File: src/rtl/mem_result_reader_if.sv
// Memory read port plus downstream valid/ready stream for mem_result_reader.
`default_nettype none

interface mem_result_reader_if #(
  parameter int NDB    = 8,
  parameter int ADDR_W = 2
);
  logic [ADDR_W-1:0] mem_addr;
  logic              mem_rd_en;
  logic [NDB-1:0]    mem_data;
  logic [NDB-1:0]    out_data;
  logic              out_valid;
  logic              out_ready;
  logic              out_last;

  modport master (
    output mem_addr, mem_rd_en, out_data, out_valid, out_last,
    input  mem_data, out_ready
  );

  modport slave (
    input  mem_addr, mem_rd_en, out_data, out_valid, out_last,
    output mem_data, out_ready
  );
endinterface

`default_nettype wire

File: src/rtl/mem_result_reader.sv
// Reads NUM_WORDS words from a synchronous-read memory (address 0 upward)
// and presents them on a valid/ready stream, flagging the last word.
`default_nettype none

module mem_result_reader #(
  parameter int NDB       = 8,
  parameter int ADDR_W    = 2,
  parameter int NUM_WORDS = 4
) (
  input  wire logic          clk,
  input  wire logic          rst_n,
  input  wire logic          start,
  input  wire logic          abort,
  output logic               busy,
  output logic               done,
  mem_result_reader_if.master bus
);

  typedef enum logic [1:0] {
    IDLE = 2'd0,
    READ = 2'd1,
    WAIT = 2'd2,
    SEND = 2'd3
  } state_t;

  localparam logic [ADDR_W-1:0] LAST_PTR = ADDR_W'(NUM_WORDS - 1);

  state_t            state;
  logic [ADDR_W-1:0] ptr;

  always_ff @(posedge clk or negedge rst_n) begin
    if (!rst_n) begin
      state         <= IDLE;
      ptr           <= '0;
      bus.mem_addr  <= '0;
      bus.mem_rd_en <= 1'b0;
      bus.out_data  <= NDB'(0);
      bus.out_valid <= 1'b0;
      bus.out_last  <= 1'b0;
      busy          <= 1'b0;
      done          <= 1'b0;
    end else if (abort) begin
      state         <= IDLE;
      ptr           <= '0;
      bus.mem_addr  <= '0;
      bus.mem_rd_en <= 1'b0;
      bus.out_valid <= 1'b0;
      bus.out_last  <= 1'b0;
      busy          <= 1'b0;
      done          <= 1'b0;
    end else begin
      done <= 1'b0;
      case (state)
        IDLE: begin
          if (start) begin
            state         <= READ;
            ptr           <= '0;
            bus.mem_addr  <= '0;
            bus.mem_rd_en <= 1'b1;
            busy          <= 1'b1;
          end
        end
        READ: begin
          bus.mem_rd_en <= 1'b0;
          state         <= WAIT;
        end
        WAIT: begin
          bus.out_data  <= bus.mem_data;
          bus.out_valid <= 1'b1;
          bus.out_last  <= (ptr == LAST_PTR);
          state         <= SEND;
        end
        SEND: begin
          // Without out_ready everything is held, so the word is neither lost nor re-read.
          if (bus.out_ready) begin
            bus.out_valid <= 1'b0;
            bus.out_last  <= 1'b0;
            if (ptr == LAST_PTR) begin
              state        <= IDLE;
              ptr          <= '0;
              bus.mem_addr <= '0;
              busy         <= 1'b0;
              done         <= 1'b1;
            end else begin
              state         <= READ;
              ptr           <= ptr + ADDR_W'(1);
              bus.mem_addr  <= ptr + ADDR_W'(1);
              bus.mem_rd_en <= 1'b1;
            end
          end
        end
        default: begin
          state <= IDLE;
        end
      endcase
    end
  end

endmodule

`default_nettype wire
File: src/flat_wrapper.sv
// flat-port wrapper written by rule: the top's interface ports become plain ports
module mem_result_reader_flat 
#(
  parameter int NDB       = 8,
  parameter int ADDR_W    = 2,
  parameter int NUM_WORDS = 4
)
  (clk, rst_n, start, abort, busy, done, bus_mem_addr, bus_mem_rd_en, bus_out_data, bus_out_valid, bus_out_last, bus_mem_data, bus_out_ready);
  mem_result_reader_if #(.NDB(NDB), .ADDR_W(ADDR_W)) bus_i ();
  input  wire logic clk;
  input  wire logic rst_n;
  input  wire logic start;
  input  wire logic abort;
  output logic busy;
  output logic done;
  output wire logic [$bits(bus_i.mem_addr)-1:0] bus_mem_addr;
  output wire logic [$bits(bus_i.mem_rd_en)-1:0] bus_mem_rd_en;
  output wire logic [$bits(bus_i.out_data)-1:0] bus_out_data;
  output wire logic [$bits(bus_i.out_valid)-1:0] bus_out_valid;
  output wire logic [$bits(bus_i.out_last)-1:0] bus_out_last;
  input wire logic [$bits(bus_i.mem_data)-1:0] bus_mem_data;
  input wire logic [$bits(bus_i.out_ready)-1:0] bus_out_ready;
  assign bus_mem_addr = bus_i.mem_addr;
  assign bus_mem_rd_en = bus_i.mem_rd_en;
  assign bus_out_data = bus_i.out_data;
  assign bus_out_valid = bus_i.out_valid;
  assign bus_out_last = bus_i.out_last;
  assign bus_i.mem_data = bus_mem_data;
  assign bus_i.out_ready = bus_out_ready;
  mem_result_reader #(.NDB(NDB), .ADDR_W(ADDR_W), .NUM_WORDS(NUM_WORDS)) u_core (.clk(clk), .rst_n(rst_n), .start(start), .abort(abort), .busy(busy), .done(done), .bus(bus_i));
endmodule
File: config.mk
export PLATFORM = sky130hd
export DESIGN_NAME = mem_result_reader_flat
export DESIGN_NICKNAME = d
export VERILOG_FILES = /design/src/rtl/mem_result_reader_if.sv /design/src/rtl/mem_result_reader.sv /design/src/flat_wrapper.sv
export SDC_FILE = /design/constraint.sdc
export NUM_CORES = 1
export LEC_CHECK = 0
export ABC_CLOCK_PERIOD_IN_PS = 3700
export BUFFER_PORTS_ARGS = -buffer_cell sky130_fd_sc_hd__buf_2
export CAP_MARGIN = 20
export CORE_MARGIN = 4
export CORE_UTILIZATION = 56
export CTS_BUF_LIST = sky130_fd_sc_hd__clkbuf_8
export DETAILED_ROUTE_END_ITERATION = 16
export GPL_TIMING_DRIVEN = 0
export PLACE_DENSITY = 0.86
export SYNTH_ARGS = -nofsm -noshare
export SYNTH_HDL_FRONTEND = slang
export SYNTH_SLANG_ARGS = --single-unit
File: constraint.sdc
create_clock -name clk -period 3.7 [get_ports clk]
set_input_delay 0.185 -clock clk [delete_from_list [all_inputs] [get_ports clk]]
set_output_delay 0.185 -clock clk [all_outputs]
set_load 0.05 [all_outputs]
==> results of run 1 <==
[routing by layer]
metal	part of all wire [%]	global-route usage, %	wire [µm]
met1	43	21.2	759
met2	50	28.4	899
met3	4.0	5.17	71
met4	2.9	11.3	51
met5	0	0	0
[final timing paths]
kind | end | slack (ns) | cells past startpoint
setup / recovery | u_core.ptr[0] | 1.95 | 6
hold / removal | u_core.bus.mem_rd_en | 0.15 | 2
setup reg to reg | u_core.ptr[0] | 1.95 | 6
hold reg to reg | u_core.bus.out_last | 0.48 | 2
max in group asynchronous | u_core.bus.out_last | 3.06 | 2
min in group asynchronous | u_core.state[1] | 0.37 | 2
[flip-flops by register name, summed over array words and instances, names as in the netlist]
name / cells
u_core.bus.out_valid: 1
u_core.done: 1
u_core.bus.out_last: 1
u_core.state: 2
u_core.bus.out_data: 8
u_core.bus.mem_rd_en: 1
u_core.busy: 1
u_core.ptr: 2
[stage by stage]
step	setup WS [ns]	cell area, µm²	hold WS, ns
6_report	1.95	1110	0.150
5_1_grt	1.83	1110	0.155
4_1_cts	1.95	1110	0.147
3_5_place_dp	1.95	1060	0.122
3_3_place_gp	2.00	1060	0.120
2_1_floorplan	2.07	906	-0.111
[power breakdown]
group          switching (mW)  internal, mW
Clock                  0.0666        0.0748
Sequential             0.0435         0.254
Combinational           0.339         0.151
Total                   0.449         0.479
[logic make-up after synthesis]
logic type	after synthesis	share of synthesized area, %
AND/OR/NAND/NOR	22	14.2
flip-flops	17	47.0
AO/OA/AOI/OAI	16	13.1
multiplexers	9	11.2
adder cells (fa/ha/maj)	8	11.1
buffers and inverters	6	3.45
[critical path, stage by stage, from the launching register on]
cell	delay (ns)
sky130_fd_sc_hd__dfrtp_1	0.46
sky130_fd_sc_hd__inv_1	0.14
sky130_fd_sc_hd__ha_1	0.27
sky130_fd_sc_hd__mux2_1	0.36
sky130_fd_sc_hd__a21oi_2	0.20
sky130_fd_sc_hd__nor4_1	0.07
sky130_fd_sc_hd__a21o_1	0.15
[cells in the mapped netlist (all sizes together)]
master | count | share of area, %
nor3 | 1 | 0.55
dfrtp | 17 | 47
o22ai | 1 | 0.69
o41a | 1 | 1.2
and2 | 1 | 0.69
nand2 | 8 | 3.3
o22a | 1 | 1.1
o31ai | 2 | 1.7
nor2b | 1 | 0.69
a21oi | 4 | 3.9
nand2b | 4 | 5.2
o21ai | 5 | 2.8
or2 | 1 | 0.69
buf | 2 | 1.8
mux2 | 9 | 11
nor4 | 1 | 0.69
nand4 | 1 | 0.69
ha | 8 | 11
inv | 4 | 1.7
nor2 | 4 | 1.7
o32ai | 1 | 0.97
a21o | 1 | 0.83
[cells in the final DEF (no fill, tap or decap), drive strengths merged, types with 2 or more instances in the layout]
cell / n
buf: 28
dfrtp: 17
mux2: 9
nand2: 8
ha: 8
o21ai: 5
inv: 4
nor2: 4
nand2b: 4
a21oi: 4
clkbuf: 3
o31ai: 2
[final cells by class]
class	instances	area share, %
timing repair buffer	27	12.6
clock inverter	1	0.450
inverter	4	1.35
clock buffer	3	3.71
tap	16	1.80
multi-input combinational	55	40.4
sequential	17	38.2
buffer	2	1.46
[timing repair]
action                    in CTS  in global routing
resized for setup              0                  0
hold buffers                   1                  0
hold endpoints to repair      17                  0
==> Flow_metrics.wiki, run 1 <==
{| class="wikitable"
! Metric !! Value
|-
| Number of pins with negative max-slew slack in the final report || 0
|-
| FF+latch count, synth || 17
|-
| TritonCTS Buffers || 3
|-
| Number of placed I/O pins || 28
|-
| Clock latency on the worst-skew pair || 0.26 ns
|-
| Critical path peak fanout || 7
|-
| Worst setup path start || u_core.state[0]
|-
| Post-CTS Repair Setup Buffers || 0
|-
| Effective utilization at floorplan || 59.4%
|-
| Register area || 425 µm²
|-
| Floorplan row count || 14
|-
| Area growth from synthesis to layout || 22.8%
|-
| Combined area of all synthesized cells || 906 µm²
|-
| CTS clk-pin slew, worst paths || 0.07 ns
|-
| Horiz. Die Dim || 48.2 µm
|-
| Vias in the first global route || 668
|-
| Finish-stage setup viols || 0
|-
| Highest clock frequency the design can meet || 571 MHz
|-
| DIE AREA || 2330 µm²
|-
| Ratio of cells with drive above 1 in the final layout || 42.2%
|-
| Fin Setup TNS || 0 ns
|-
| Y dimension of the die || 48.2 µm
|-
| Yosys warnings || 0
|-
| Worst setup EP type || flip-flop
|-
| Max-cap violations || 0
|-
| Wire length of the first global-routing pass || 2.82 mm
|-
| Worst Hold Launch || abort
|-
| Synthesized netlist net count || 99
|-
| CTS tree || done
|-
| Pin count of the biggest net entering global routing || 18
|-
| Endpoints failing hold || 0
|-
| Setup Crit Path Kind || reg -> reg
|-
| Total clock sinks || 17
|-
| Number of antenna repair diodes || 0
|-
| RePlAce Congestion || 0.762
|-
| Rel. slew slack || 75.1%
|-
| Post-route non-filler standard cell count || 125
|-
| Remaining number of nets flagged by the antenna check after routing || 0
|-
| Dpl hpwl || 1.39 mm
|-
| Class of the tightest hold or removal check || in -> reg
|-
| Clock skew || 0.00317 ns
|-
| DRC violations left || 0
|-
| Vias per std cell || 5.41
|-
| Maximum vdd ir drop || 0.741 mV
|-
| Run status || finished, final reports clean
|-
| Area of the multi-input gates || 449 µm²
|-
| Tcrit/Tclk final || 47.3%
|-
| Total GRT Usage || 18.0%
|-
| Total power per unit cell area || 835 nW/µm²
|-
| Leftover overflow at the end of global routing || 0
|-
| Reg-to-reg startpoint || u_core.state[0]
|-
| Number of buffers on the longest clock path || 2
|-
| Depth of the CTS H-tree || 1
|-
| Antenna violations before repair || 0
|-
| Leakage component of the power || 0.571 nW
|-
| Post-layout total power || 0.928 mW
|-
| Detailed-route via count || 676
|-
| IO Port Bufs || 26
|-
| Post-placement cell count || 120
|-
| Slew at the pin closest to its max-slew limit || 0.373 ns
|-
| Critical path launch point type || flip-flop
|-
| DRT Wirelength || 1.78 mm
|-
| Clock Tree Root || sky130_fd_sc_hd__clkbuf_8
|-
| Post-DR wirelength/cell || 14.2 µm
|-
| Number of distinct library cell variants in the gate-level netlist after synthesis || 28
|-
| Setup repair after global routing missed its margin || no
|-
| Gate Count Post-Synth || 78
|-
| Layout Nets || 131
|-
| Final Core Density || 73.0%
|-
| Critical path data required time || 3.85 ns
|-
| Total iterations of the first detailed-routing run || 4
|-
| Area of the core || 1520 µm²
|-
| Average cell area after synthesis || 11.6 µm²
|-
| Filler cell count in the final layout || 121
|-
| Worst EP arrival || 1.90 ns
|-
| Portion of the post-synthesis area used by sequential elements || 47.0%
|-
| Number of design-rule violations left by the first detailed-router iteration || 3
|-
| Post-layout min period || 1.75 ns
|}
(Power assumes the default switching activity.)
==> run 2, diff against run 1 <==
--- a/config.mk
+++ b/config.mk
@@ -5,15 +5,15 @@
 export SDC_FILE = /design/constraint.sdc
 export NUM_CORES = 1
 export LEC_CHECK = 0
-export ABC_CLOCK_PERIOD_IN_PS = 3700
+export ABC_CLOCK_PERIOD_IN_PS = 1800
 export BUFFER_PORTS_ARGS = -buffer_cell sky130_fd_sc_hd__buf_2
 export CAP_MARGIN = 20
 export CORE_MARGIN = 4
-export CORE_UTILIZATION = 56
+export CORE_UTILIZATION = 52
 export CTS_BUF_LIST = sky130_fd_sc_hd__clkbuf_8
 export DETAILED_ROUTE_END_ITERATION = 16
 export GPL_TIMING_DRIVEN = 0
-export PLACE_DENSITY = 0.86
+export PLACE_DENSITY = 0.81
 export SYNTH_ARGS = -nofsm -noshare
 export SYNTH_HDL_FRONTEND = slang
 export SYNTH_SLANG_ARGS = --single-unit
==> constraint.sdc (replaced) <==
create_clock -name clk -period 1.8 [get_ports clk]
set_input_delay 0.09 -clock clk [delete_from_list [all_inputs] [get_ports clk]]
set_output_delay 0.09 -clock clk [all_outputs]
set_load 0.05 [all_outputs]
==> Flow_metrics.wiki, run 2 (same netlist as run 1, synthesis figures left out) <==
{| class="wikitable"
! Metric !! Value
|-
| Remaining number of nets flagged by the antenna check after routing || 0 (unchanged)
|-
| Endpoints failing hold || 0 (unchanged)
|-
| Class of the tightest hold or removal check || in -> reg (unchanged)
|-
| CTS tree || done (unchanged)
|-
| Slew at the pin closest to its max-slew limit || 0.377 ns (was 0.373 ns)
|-
| Worst Slack Setup Final || 0.119 ns (was 1.95 ns)
|-
| Clock skew || 0.00121 ns (was 0.00317 ns)
|-
| Clock latency on the worst-skew pair || 0.25 ns (was 0.26 ns)
|-
| Clock Tree Root || sky130_fd_sc_hd__clkbuf_8 (unchanged)
|-
| Total iterations of the first detailed-routing run || 2 (was 4)
|-
| Horiz. Die Dim || 49.7 µm (was 48.2 µm)
|-
| Final std cell area, no fill || 1110 µm² (about the same)
|-
| Sw Share || 48.2% (was 48.4%)
|-
| Switch Pwr || 0.919 mW (was 0.449 mW)
|-
| Reg-to-reg startpoint || u_core.state[0] (unchanged)
|-
| TritonCTS Buffers || 3 (unchanged)
|-
| Tightest hold margin || 0.0661 ns (was 0.150 ns)
|-
| Y dimension of the die || 49.7 µm (was 48.2 µm)
|-
| Commonest non-fill, non-tap cells in the layout || sky130_fd_sc_hd__buf_2, sky130_fd_sc_hd__dfrtp_1, sky130_fd_sc_hd__nand2_1, sky130_fd_sc_hd__mux2_2, sky130_fd_sc_hd__ha_1 (unchanged)
|-
| Total GRT Usage || 17.2% (was 18.0%)
|-
| Most common cell after layout, fill and taps aside || sky130_fd_sc_hd__buf_2 (unchanged)
|-
| Total power per unit cell area || 1710 nW/µm² (was 835 nW/µm²)
|-
| Critical path peak fanout || 7 (unchanged)
|-
| Worst Hold Launch || bus_mem_data[6] (was abort)
|-
| Area of the core || 1580 µm² (was 1520 µm²)
|-
| Number of placed I/O pins || 28 (unchanged)
|-
| Finish-stage setup viols || 0 (unchanged)
|-
| Number of design-rule violations left by the first detailed-router iteration || 5 (was 3)
|-
| Clock network fraction of total power || 14.7% (was 15.2%)
|-
| Wire length of the first global-routing pass || 3.15 mm (was 2.82 mm)
|-
| Total clock sinks || 17 (unchanged)
|-
| Tcrit/Tclk final || 93.4% (was 47.3%)
|-
| Worst setup path start || u_core.state[0] (unchanged)
|-
| Post-route non-filler standard cell count || 125 (unchanged)
|-
| DRT Wirelength || 1.88 mm (was 1.78 mm)
|-
| Reg with most FFs || u_core.bus.out_data (unchanged)
|-
| Effective utilization at floorplan || 57.5% (was 59.4%)
|-
| Critical path launch point type || flip-flop (unchanged)
|-
| Detailed-route via count || 670 (was 676)
|-
| Ratio of cells with drive above 1 in the final layout || 44.0% (was 42.2%)
|-
| Number of antenna repair diodes || 0 (unchanged)
|-
| Worst setup EP type || flip-flop (unchanged)
|-
| Post-layout min period || 1.68 ns (was 1.75 ns)
|-
| Floorplan row count || 14 (unchanged)
|-
| Post-layout total power || 1.91 mW (was 0.928 mW)
|-
| RePlAce Congestion || 0.720 (was 0.762)
|-
| Number of pins with negative max-slew slack in the final report || 0 (unchanged)
|-
| Post-DR wirelength/cell || 15.0 µm (was 14.2 µm)
|-
| Filler cell count in the final layout || 133 (was 121)
|-
| Setup repair after global routing missed its margin || no (unchanged)
|-
| Leakage component of the power || 0.571 nW (about the same)
|-
| CTS clk-pin slew, worst paths || 0.06 ns (was 0.07 ns)
|-
| Master of the slowest instance on the critical path || sky130_fd_sc_hd__dfrtp_1 (unchanged)
|-
| Critical path data required time || 1.95 ns (was 3.85 ns)
|-
| Placed standard-cell area || 1060 µm² (unchanged)
|-
| Int Pwr || 0.987 mW (was 0.479 mW)
|-
| DIE AREA || 2470 µm² (was 2330 µm²)
|-
| Run status || finished, final reports clean (unchanged)
|-
| Gate power share || 53.1% (was 52.7%)
|-
| IO Port Bufs || 26 (unchanged)
|-
| Setup Crit Path Kind || reg -> reg (unchanged)
|-
| Final Core Density || 70.6% (was 73.0%)
|-
| Cells along the critical path || inv_2, ha_2, mux2_1, a21oi_2, nor4_1, a21o_1 (was inv_1, ha_1, mux2_1, a21oi_2, nor4_1, a21o_1)
|-
| Regs by FF count || u_core.bus.out_data x8, u_core.ptr x2, u_core.state x2 (unchanged)
|-
| CP peak stage delay || 0.46 ns (about the same)
|-
| Number of buffers on the longest clock path || 2 (unchanged)
|-
| Depth of the CTS H-tree || 1 (unchanged)
|-
| Post-placement cell count || 120 (unchanged)
|-
| Rel. slew slack || 74.9% (was 75.1%)
|-
| Place WS || 0.0717 ns (was 1.95 ns)
|-
| Antenna violations before repair || 0 (unchanged)
|-
| Number of flip-flops in the largest register || 8 (unchanged)
|-
| Post-CTS Repair Setup Buffers || 0 (unchanged)
|-
| Part of the total power dissipated in sequential elements || 32.3% (was 32.0%)
|-
| Highest clock frequency the design can meet || 595 MHz (was 571 MHz)
|-
| Layout Nets || 131 (unchanged)
|-
| Worst EP arrival || 1.83 ns (was 1.90 ns)
|-
| DRC violations left || 0 (unchanged)
|-
| Area growth from synthesis to layout || 22.9% (was 22.8%)
|-
| Max-cap violations || 0 (unchanged)
|-
| Pin count of the biggest net entering global routing || 18 (unchanged)
|-
| Fin Setup TNS || 0 ns (unchanged)
|-
| Maximum vdd ir drop || 0.821 mV (was 0.741 mV)
|-
| Vias per std cell || 5.36 (was 5.41)
|-
| Dpl hpwl || 1.41 mm (was 1.39 mm)
|-
| Leftover overflow at the end of global routing || 0 (unchanged)
|-
| Vias in the first global route || 677 (was 668)
|}
run 2: cell types whose count changed in the layout (fill, tap and decap cells not counted):
| cell | previous run | this run |
|---|---|---|
| sky130_fd_sc_hd__inv_2 | 0 | 2 |
| sky130_fd_sc_hd__clkinv_2 | 1 | 0 |
| sky130_fd_sc_hd__ha_2 | 0 | 1 |
| sky130_fd_sc_hd__inv_1 | 4 | 3 |
| sky130_fd_sc_hd__ha_1 | 8 | 7 |
run 2: repair_timing:
item | 4_1_cts | 5_1_grt
resized for setup | 0 | 3
hold buffers | 1 | 0
setup endpoints to repair | 0 | 1
hold endpoints to repair | 17 | 0
run 2: final cells by class:
type	instances	area, µm²	area share (%)
clock buffer	3	41.3	3.71
timing repair buffer	27	140	12.6
tap	16	20.0	1.80
inverter	4	15.0	1.35
buffer	2	16.3	1.46
sequential	17	425	38.2
clock inverter	1	3.75	0.337
multi-input combinational	55	452	40.6
run 2: path summary, 6_finish.rpt:
path	slack (ns)	depth (start not counted)	end
max in group asynchronous	1.25	2	u_core.bus.out_data[2]
hold / removal	0.07	2	u_core.bus.out_data[6]
setup / recovery	0.12	6	u_core.ptr[0]
setup reg to reg	0.12	6	u_core.ptr[0]
hold reg to reg	0.49	2	u_core.bus.out_last
min in group asynchronous	0.28	2	u_core.state[0]
run 2: critical path: cells and delay by family, from the launching register on:
| family | cells | cell delay (ns) |
|---|---|---|
| compound gates | 2 | 0.35 |
| flops | 1 | 0.46 |
| buf+inv | 1 | 0.12 |
| mux | 1 | 0.35 |
| fa+ha+maj | 1 | 0.23 |
| simple gates | 1 | 0.06 |
run 2: power by group through the flow:
stage / logic (mW) / clock network [mW] / registers, mW
5_1_grt: 1.09 / 0.311 / 0.633
3_3_place_gp: 0.986 / 0 / 0.607
3_5_place_dp: 1.01 / 0 / 0.620
4_1_cts: 1.02 / 0.284 / 0.614
2_1_floorplan: 0.355 / 0 / 1.05
6_report: 1.01 / 0.280 / 0.615
run 2: per-layer routing:
layer	track usage [%]	routed length, µm	vias up
li1	-	-	332
met1	19.1	801	313
met2	29.5	944	20
met3	6.02	85	5
met4	7.37	46	0
met5	0	0	-
==> run 3, diff against run 2 <==
==> constraint.sdc (replaced) <==
create_clock -name clk -period 1.8 [get_ports clk]
set_input_delay 0.36 -clock clk [delete_from_list [all_inputs] [get_ports clk]]
set_output_delay 0.36 -clock clk [all_outputs]
set_load 0.05 [all_outputs]
==> Flow_metrics.wiki, run 3 (same netlist as run 1, synthesis figures left out) <==
{| class="wikitable"
! Metric !! Value
|-
| Antenna violations before repair || 0 (unchanged)
|-
| Horiz. Die Dim || 49.7 µm (unchanged)
|-
| Rel. slew slack || 74.9% (about the same)
|-
| Number of pins with negative max-slew slack in the final report || 0 (unchanged)
|-
| Number of buffers on the longest clock path || 2 (unchanged)
|-
| Worst EP arrival || 1.83 ns (about the same)
|-
| Total iterations of the first detailed-routing run || 2 (unchanged)
|-
| Total GRT Usage || 17.2% (unchanged)
|-
| Pin count of the biggest net entering global routing || 18 (unchanged)
|-
| Sw Share || 48.2% (about the same)
|-
| Clock skew || 0.00121 ns (about the same)
|-
| Setup Crit Path Kind || reg -> reg (unchanged)
|-
| Vias in the first global route || 677 (unchanged)
|-
| Area growth from synthesis to layout || 21.8% (was 22.9%)
|-
| Number of design-rule violations left by the first detailed-router iteration || 5 (unchanged)
|-
| Post-placement cell count || 120 (unchanged)
|-
| RePlAce Congestion || 0.720 (unchanged)
|-
| Highest clock frequency the design can meet || 595 MHz (unchanged)
|-
| Worst Slack Setup Final || 0.119 ns (unchanged)
|-
| DRC violations left || 0 (unchanged)
|-
| Depth of the CTS H-tree || 1 (unchanged)
|-
| DIE AREA || 2470 µm² (unchanged)
|-
| Tightest hold margin || 0.0165 ns (was 0.0661 ns)
|-
| Commonest non-fill, non-tap cells in the layout || sky130_fd_sc_hd__buf_2, sky130_fd_sc_hd__dfrtp_1, sky130_fd_sc_hd__nand2_1, sky130_fd_sc_hd__mux2_2, sky130_fd_sc_hd__ha_1 (unchanged)
|-
| Finish-stage setup viols || 0 (unchanged)
|-
| Setup repair after global routing missed its margin || no (unchanged)
|-
| Critical path launch point type || flip-flop (unchanged)
|-
| Tcrit/Tclk final || 93.4% (unchanged)
|-
| Register area || 425 µm² (unchanged)
|-
| Depth of the worst register-to-register path || 6 (unchanged)
|-
| Int Pwr || 0.986 mW (was 0.987 mW)
|-
| Run status || finished, final reports clean (unchanged)
|-
| CTS clk-pin slew, worst paths || 0.06 ns (about the same)
|-
| Fin Setup TNS || 0 ns (unchanged)
|-
| Part of the total power dissipated in sequential elements || 32.3% (about the same)
|-
| Area of the multi-input gates || 452 µm² (unchanged)
|-
| Y dimension of the die || 49.7 µm (unchanged)
|-
| Post-layout min period || 1.68 ns (unchanged)
|-
| Clock latency on the worst-skew pair || 0.25 ns (about the same)
|-
| Layout Nets || 130 (was 131)
|-
| Dpl hpwl || 1.41 mm (unchanged)
|-
| Effective utilization at floorplan || 57.5% (unchanged)
|-
| Clock Tree Root || sky130_fd_sc_hd__clkbuf_8 (unchanged)
|-
| Filler cell count in the final layout || 134 (was 133)
|-
| Regs by FF count || u_core.bus.out_data x8, u_core.ptr x2, u_core.state x2 (unchanged)
|-
| IO Port Bufs || 26 (unchanged)
|-
| Reg with most FFs || u_core.bus.out_data (unchanged)
|-
| Leakage component of the power || 0.567 nW (was 0.571 nW)
|-
| Place WS || 0.0717 ns (unchanged)
|-
| Ratio of cells with drive above 1 in the final layout || 44.4% (was 44.0%)
|-
| CTS tree || done (unchanged)
|-
| Detailed-route via count || 668 (was 670)
|-
| Clock network fraction of total power || 14.7% (about the same)
|-
| Critical path peak fanout || 7 (unchanged)
|-
| Vias per std cell || 5.39 (was 5.36)
|-
| Class of the tightest hold or removal check || in -> async (was in -> reg)
|-
| Remaining number of nets flagged by the antenna check after routing || 0 (unchanged)
|-
| Post-route non-filler standard cell count || 124 (was 125)
|-
| Max-cap violations || 0 (unchanged)
|-
| Endpoints failing hold || 0 (unchanged)
|-
| Gate power share || 53.0% (was 53.1%)
|-
| Final Core Density || 70.0% (was 70.6%)
|-
| Total power per unit cell area || 1730 nW/µm² (was 1710 nW/µm²)
|-
| Area of the core || 1580 µm² (unchanged)
|-
| Total clock sinks || 17 (unchanged)
|-
| TritonCTS Buffers || 3 (unchanged)
|-
| Floorplan row count || 14 (unchanged)
|-
| Maximum vdd ir drop || 0.821 mV (about the same)
|-
| Most common cell after layout, fill and taps aside || sky130_fd_sc_hd__buf_2 (unchanged)
|-
| Slew at the pin closest to its max-slew limit || 0.376 ns (was 0.377 ns)
|-
| Number of antenna repair diodes || 0 (unchanged)
|-
| DRT Wirelength || 1.87 mm (was 1.88 mm)
|-
| Number of flip-flops in the largest register || 8 (unchanged)
|-
| Leftover overflow at the end of global routing || 0 (unchanged)
|-
| Critical path data required time || 1.95 ns (about the same)
|-
| Worst setup EP type || flip-flop (unchanged)
|-
| Number of placed I/O pins || 28 (unchanged)
|-
| Wire length of the first global-routing pass || 3.15 mm (unchanged)
|-
| Switch Pwr || 0.919 mW (about the same)
|-
| Post-DR wirelength/cell || 15.1 µm (was 15.0 µm)
|}
[run 3: layout make-up]
type,count,share of cell area (%)
well taps,16,1.81
multi-input cells,55,40.9
clock buffers,3,3.74
repair buffers,26,11.8
inverters,4,1.36
plain buffers,2,1.47
flip-flops and latches,17,38.5
clock inverters,1,0.340
[run 3: final timing paths]
kind	startpoint	to	slack, ns
max reg2reg	u_core.state[0]	u_core.ptr[0]	0.12
max in group asynchronous	rst_n	u_core.bus.out_data[2]	1.51
min	rst_n	u_core.state[0]	0.02
min in group clk	bus_mem_data[6]	u_core.bus.out_data[6]	0.34
max	u_core.state[0]	u_core.ptr[0]	0.12
min reg2reg	u_core.bus.out_last	u_core.bus.out_last	0.49
[run 3: worst max-delay path, stage by stage (launching register included)]
cell and delay (ns):
sky130_fd_sc_hd__dfrtp_1 0.46, sky130_fd_sc_hd__inv_2 0.12, sky130_fd_sc_hd__ha_2 0.23, sky130_fd_sc_hd__mux2_1 0.35
sky130_fd_sc_hd__a21oi_2 0.20, sky130_fd_sc_hd__nor4_1 0.06, sky130_fd_sc_hd__a21o_1 0.15
[run 3: power by group through the flow]
stage	Combinational [mW]	Clock (mW)	Sequential, mW
final	1.01	0.280	0.615
after detailed placement	1.01	0	0.620
after global routing	1.09	0.311	0.633
after global placement	0.986	0	0.607
after floorplan	0.355	0	1.05
after CTS	1.02	0.284	0.614
[run 3: timing repair]
item | 4_1_cts | 5_1_grt
setup buffers | 0 | 0
setup endpoints to repair | 0 | 1
hold endpoints to repair | 0 | 0
hold buffers | 0 | 0
gates resized for setup | 0 | 3
[run 3: stage by stage]
| stage | total power [mW] | instance area, µm² |
|---|---|---|
| finish | 1.90 | 1100 |
| global route | 2.03 | 1100 |
| CTS | 1.91 | 1100 |
| detailed placement | 1.63 | 1060 |
| global placement | 1.59 | 1060 |
| floorplan | 1.40 | 906 |
[run 3: per-layer routing]
| metal | track usage (%) | share of wire [%] | wire length (µm) |
|---|---|---|---|
| met5 | 0 | 0 | 0 |
| met4 | 7.37 | 2.5 | 46 |
| met3 | 6.02 | 4.9 | 91 |
| met2 | 29.5 | 50 | 942 |
| met1 | 19.1 | 42 | 789 |
